**src/rtl/pl_reset_sequencer.sv**
```systemverilog
// ============================================================================
// Module   : pl_reset_sequencer
// Purpose  : Staged PL reset release (interconnect, then peripherals) gated by
//            synchronised pl_resetn0 and clock-wizard locked.
// Options  : PL_RST_SEQ_DEBOUNCE_EN - require DEBOUNCE_CYCLES of low go to abort
// Revision : 1.0 - initial release
// ============================================================================
`default_nettype none

module pl_reset_sequencer #(
  parameter int SYNC_STAGES     = 3,
  parameter int HOLD_CYCLES     = 16,
  parameter int STAGE_GAP       = 4,
  parameter int DEBOUNCE_CYCLES = 4,
  parameter int CNT_W           = 16
) (
  input  logic             clk_in1,
  input  logic             reset,
  input  logic             ext_resetn_in,
  input  logic             dcm_locked,
  output logic             interconnect_aresetn,
  output logic             peripheral_aresetn,
  output logic             peripheral_reset,
  output logic [1:0]       seq_state,
  output logic [CNT_W-1:0] reset_count
);

  typedef enum logic [1:0] {
    ST_ASSERT = 2'd0,
    ST_HOLD   = 2'd1,
    ST_REL_IC = 2'd2,
    ST_RUN    = 2'd3
  } state_t;

  localparam int CNT_MAX = (HOLD_CYCLES > STAGE_GAP) ? HOLD_CYCLES : STAGE_GAP;
  localparam int TMR_W   = (CNT_MAX > 1) ? $clog2(CNT_MAX) : 1;
  localparam logic [TMR_W-1:0] HOLD_LOAD = TMR_W'(HOLD_CYCLES - 1);
  localparam logic [TMR_W-1:0] GAP_LOAD  = TMR_W'(STAGE_GAP - 1);

  generate
    if (SYNC_STAGES < 2 || HOLD_CYCLES < 1 || STAGE_GAP < 1 ||
        DEBOUNCE_CYCLES < 1) begin : g_bad_params
      $error("pl_reset_sequencer: illegal parameter value");
    end
  endgenerate

  logic [SYNC_STAGES-1:0] rstn_sync_q;
  logic [SYNC_STAGES-1:0] lock_sync_q;
  logic                   go;
  logic                   drop;

  always_ff @(posedge clk_in1) begin
    if (reset) begin
      rstn_sync_q <= '0;
      lock_sync_q <= '0;
    end else begin
      rstn_sync_q <= {rstn_sync_q[SYNC_STAGES-2:0], ext_resetn_in};
      lock_sync_q <= {lock_sync_q[SYNC_STAGES-2:0], dcm_locked};
    end
  end

  assign go = rstn_sync_q[SYNC_STAGES-1] & lock_sync_q[SYNC_STAGES-1];

`ifdef PL_RST_SEQ_DEBOUNCE_EN
  localparam int DB_W = (DEBOUNCE_CYCLES > 1) ? $clog2(DEBOUNCE_CYCLES) : 1;
  localparam logic [DB_W-1:0] DB_LAST = DB_W'(DEBOUNCE_CYCLES - 1);

  logic [DB_W-1:0] db_cnt_q;

  // Counts low-go cycles already tolerated; abort fires on the next one.
  always_ff @(posedge clk_in1) begin
    if (reset || go) begin
      db_cnt_q <= '0;
    end else if (db_cnt_q != DB_LAST) begin
      db_cnt_q <= db_cnt_q + 1'b1;
    end
  end

  assign drop = ~go & (db_cnt_q == DB_LAST);
`else
  assign drop = ~go;
`endif

  state_t           state_q;
  logic [TMR_W-1:0] tmr_q;
  logic             ic_rstn_q;
  logic             per_rstn_q;
  logic [CNT_W-1:0] count_q;

  // Outputs are written alongside the state so they switch on the same edge.
  always_ff @(posedge clk_in1) begin
    if (reset) begin
      state_q    <= ST_ASSERT;
      tmr_q      <= '0;
      ic_rstn_q  <= 1'b0;
      per_rstn_q <= 1'b0;
      count_q    <= '0;
    end else if (drop) begin
      state_q    <= ST_ASSERT;
      tmr_q      <= '0;
      ic_rstn_q  <= 1'b0;
      per_rstn_q <= 1'b0;
    end else begin
      case (state_q)
        ST_ASSERT: begin
          if (go) begin
            state_q <= ST_HOLD;
            tmr_q   <= HOLD_LOAD;
          end
        end
        ST_HOLD: begin
          if (tmr_q == '0) begin
            state_q   <= ST_REL_IC;
            tmr_q     <= GAP_LOAD;
            ic_rstn_q <= 1'b1;
          end else begin
            tmr_q <= tmr_q - 1'b1;
          end
        end
        ST_REL_IC: begin
          if (tmr_q == '0) begin
            state_q    <= ST_RUN;
            per_rstn_q <= 1'b1;
            if (count_q != '1) begin
              count_q <= count_q + 1'b1;
            end
          end else begin
            tmr_q <= tmr_q - 1'b1;
          end
        end
        default: begin
          state_q <= ST_RUN;
        end
      endcase
    end
  end

  assign interconnect_aresetn = ic_rstn_q;
  assign peripheral_aresetn   = per_rstn_q;
  assign peripheral_reset     = ~per_rstn_q;
  assign seq_state            = state_q;
  assign reset_count          = count_q;

endmodule

`default_nettype wire
```
**config.mk**
```make
export PLATFORM = sky130hd
export DESIGN_NAME = pl_reset_sequencer
export DESIGN_NICKNAME = d
export VERILOG_FILES = /design/src/rtl/pl_reset_sequencer.sv
export SDC_FILE = /design/constraint.sdc
export NUM_CORES = 1
export LEC_CHECK = 0
export CAP_MARGIN = 20
export CORE_UTILIZATION = 50
export CTS_BUF_LIST = sky130_fd_sc_hd__clkbuf_4
export CTS_CLUSTER_DIAMETER = 150
export DETAILED_ROUTE_END_ITERATION = 7
export PLACE_DENSITY_LB_ADDON = 0.15
export SLEW_MARGIN = 20
export SYNTH_ARGS = -nofsm -noshare
export SYNTH_HDL_FRONTEND = slang
export SYNTH_SLANG_ARGS = --single-unit
```
**constraint.sdc**
```tcl
create_clock -name clk_in1 -period 5.5 [get_ports clk_in1]
set_clock_uncertainty 0.15 [all_clocks]
set_input_delay 1.1 -clock clk_in1 [delete_from_list [all_inputs] [get_ports clk_in1]]
set_output_delay 1.1 -clock clk_in1 [all_outputs]
set_load 0.01 [all_outputs]
```
==> results.cfg <==
[placement]
gp_congestion = 0.810
portBuffers = 24
hpwl_um = 2120
place_ws_ns = 2.38

[logic_synthesis]
synth_cell_types = 34
synth_nets = 179
yosys-top-cells-area = dfxtp_1 40%, ha_1 6.7%, a21oi_1 4.7%
ys_ff_latch = 30
synth_top_area_share_pct = 40.3
ys.flop_type = dfxtp_1
synth_warnings = 0
synth-edff-count = 0
synthArstFlopShare_pct = 0
avgSynthCellArea_um2 = 8.92
synth_cells = 167
synth_top_area_cell = dfxtp_1
syn_area_mm2 = 0.00149
seq_area_frac_synth_pct = 40.3

[global_route]
grt_max_degree = 26
grt_pass1_wl_um = 5010
grt_pass1_vias = 1142
antenna_found_initial = 0
grt_overflow_total = 0
grt_usage_pct = 20.0

[clock_network]
cts_resized = 0
postCtsHoldBufs = 0
cts.path.max_buffers = 2
cts-root-buf = clkbuf_4
clock_latency_ns = 0.31
post_cts.repair.setup_buffers = 0
clock_sinks = 30
path_clk_slew_ns = 0.09
numCtsBuffers = 5
cts_htree_levels = 2
cts_tree = done

[drt]
viasPerCell = 5.96
postRouteAntennaNets = 0
routedWlPerCell_um = 13.4
drt_iter0_drc = 47
first_pass_iters = 4
drc = 0
wl_um = 3000
dr_total_vias = 1340

[die]
num_io_pins = 25
initial_utilization_pct = 53.6
die_x_um = 56.6
die_h_um = 56.6
die_area_mm2 = 0.00320
core_area_mm2 = 0.00278
rows = 19

[finish]
areaGrowthSynthToFinish_pct = 20.7
fin_nets = 205
final_common_cell = dfxtp_1
layout-drive-gt1-share_pct = 7.22
antennaDiodeCount = 0
final_core_util_pct = 64.7
fillers = 250
layout_common_cells = 30 x dfxtp_1, 24 x clkdlybuf4s50_1, 15 x nor2_1

[setup_path]
end_kind = flip-flop
worstSetupPathType = in -> reg
required_ns = 5.56
worst-r2r-cell-count = 6
crit_path_max_fanout = 25
arrival_ns = 2.83
startpoint_type = primary input

[timing]
slew_headroom_pct = 44.7
setup_slack_ns = 2.73
hold_viol_final = 0
finalMaxSlewViolations = 0
fin_hold_ws_ns = 0.293
finalSetupViolations = 0
finalCriticalPeriod_ns = 2.77
rsz0062_at_grt = no
final.setup.tns_ns = 0
period_share_pct = 50.5
fmax_mhz = 360
tightest_slew_ns = 0.827

[power]
ir_drop_uv = 192
power_density_mw_per_mm2 = 190
p_leak_uw = 0.000630
fin_total_pwr_uw = 342

[hold_path]
min_path_cells = 1
min_path_type = reg -> reg

[run]
max_cap_viol_count = 0

[status]
status = completed
## sequential cells by signal, summed over array words and instances (netlist names)
register / cells
reset_count: 16
tmr_q: 4
lock_sync_q: 3
rstn_sync_q: 3
seq_state: 2
interconnect_aresetn: 1
peripheral_aresetn: 1
## cell usage after synthesis (all sizes together) (2+ instances only)
cell    instances
dfxtp          30
nor2           15
a21oi          14
o21ai          10
inv             9
nand3           9
nor2b           9
or4             9
ha              8
o31ai           8
nand4           5
nor4            4
and3            3
and4            3
clkbuf          3
mux2            3
nand2           3
nor3            3
a211oi          2
a32o            2
buf             2
nand2b          2
o21a            2
o41ai           2
or3             2
## routing by layer
layer	share of wire [%]	track usage, %	wire [um]
met1	50	27.3	1510
met2	46	29.9	1370
met3	4.0	4.84	121
met4	0	8.36	0
met5	0	0	0
## critical path, cell delays in order
cell	delay (ns)
clkdlybuf4s50_1	1.01
inv_1	0.19
and3_1	0.28
a32o_1	0.25
## cell type report
class	instances	area, um2	area share [%]
Sequential cell	30	601	33.4
Inverter	9	33.8	1.88
Multi-Input combinational cell	123	837	46.5
Timing Repair Buffer	24	240	13.4
Clock inverter	3	11.3	0.626
Clock buffer	5	37.5	2.09
Tap cell	31	38.8	2.16
## path summary, 6_finish.rpt
check	startpoint	endpoint	slack (ns)
setup / recovery	reset	tmr_q[3]$_SDFFE_PP0P_	2.73
hold / removal	rstn_sync_q[1]$_SDFF_PP0_	rstn_sync_q[2]$_SDFF_PP0_	0.29
setup reg to reg	seq_state[0]$_SDFFE_PP0P_	reset_count[12]$_SDFFE_PP0P_	3.10
hold reg to reg	rstn_sync_q[1]$_SDFF_PP0_	rstn_sync_q[2]$_SDFF_PP0_	0.29
## stage by stage
step,cells,cell area (um2)
after CTS,225,1790
after global placement,217,1740
final,225,1800
after floorplan,167,1490
after global routing,225,1800
after detailed placement,217,1740
## power by group
group	total [uW]	internal (uW)	switching, uW
combinational	7.25	3.38	3.87
sequential	220	219	0.694
clock	116	45.5	70.1
## cell families (layout without fill, tap and decap cells)
| logic type | after synthesis | after routing | synth area share, % |
|---|---|---|---|
| flops | 30 | 30 | 40.3 |
| compound gates | 42 | 42 | 17.9 |
| buf+inv | 14 | 41 | 4.11 |
| simple gates | 70 | 70 | 28.7 |
| mux | 3 | 3 | 2.27 |
| fa+ha+maj | 8 | 8 | 6.72 |
Note: power is estimated with default switching activity, not from simulation.
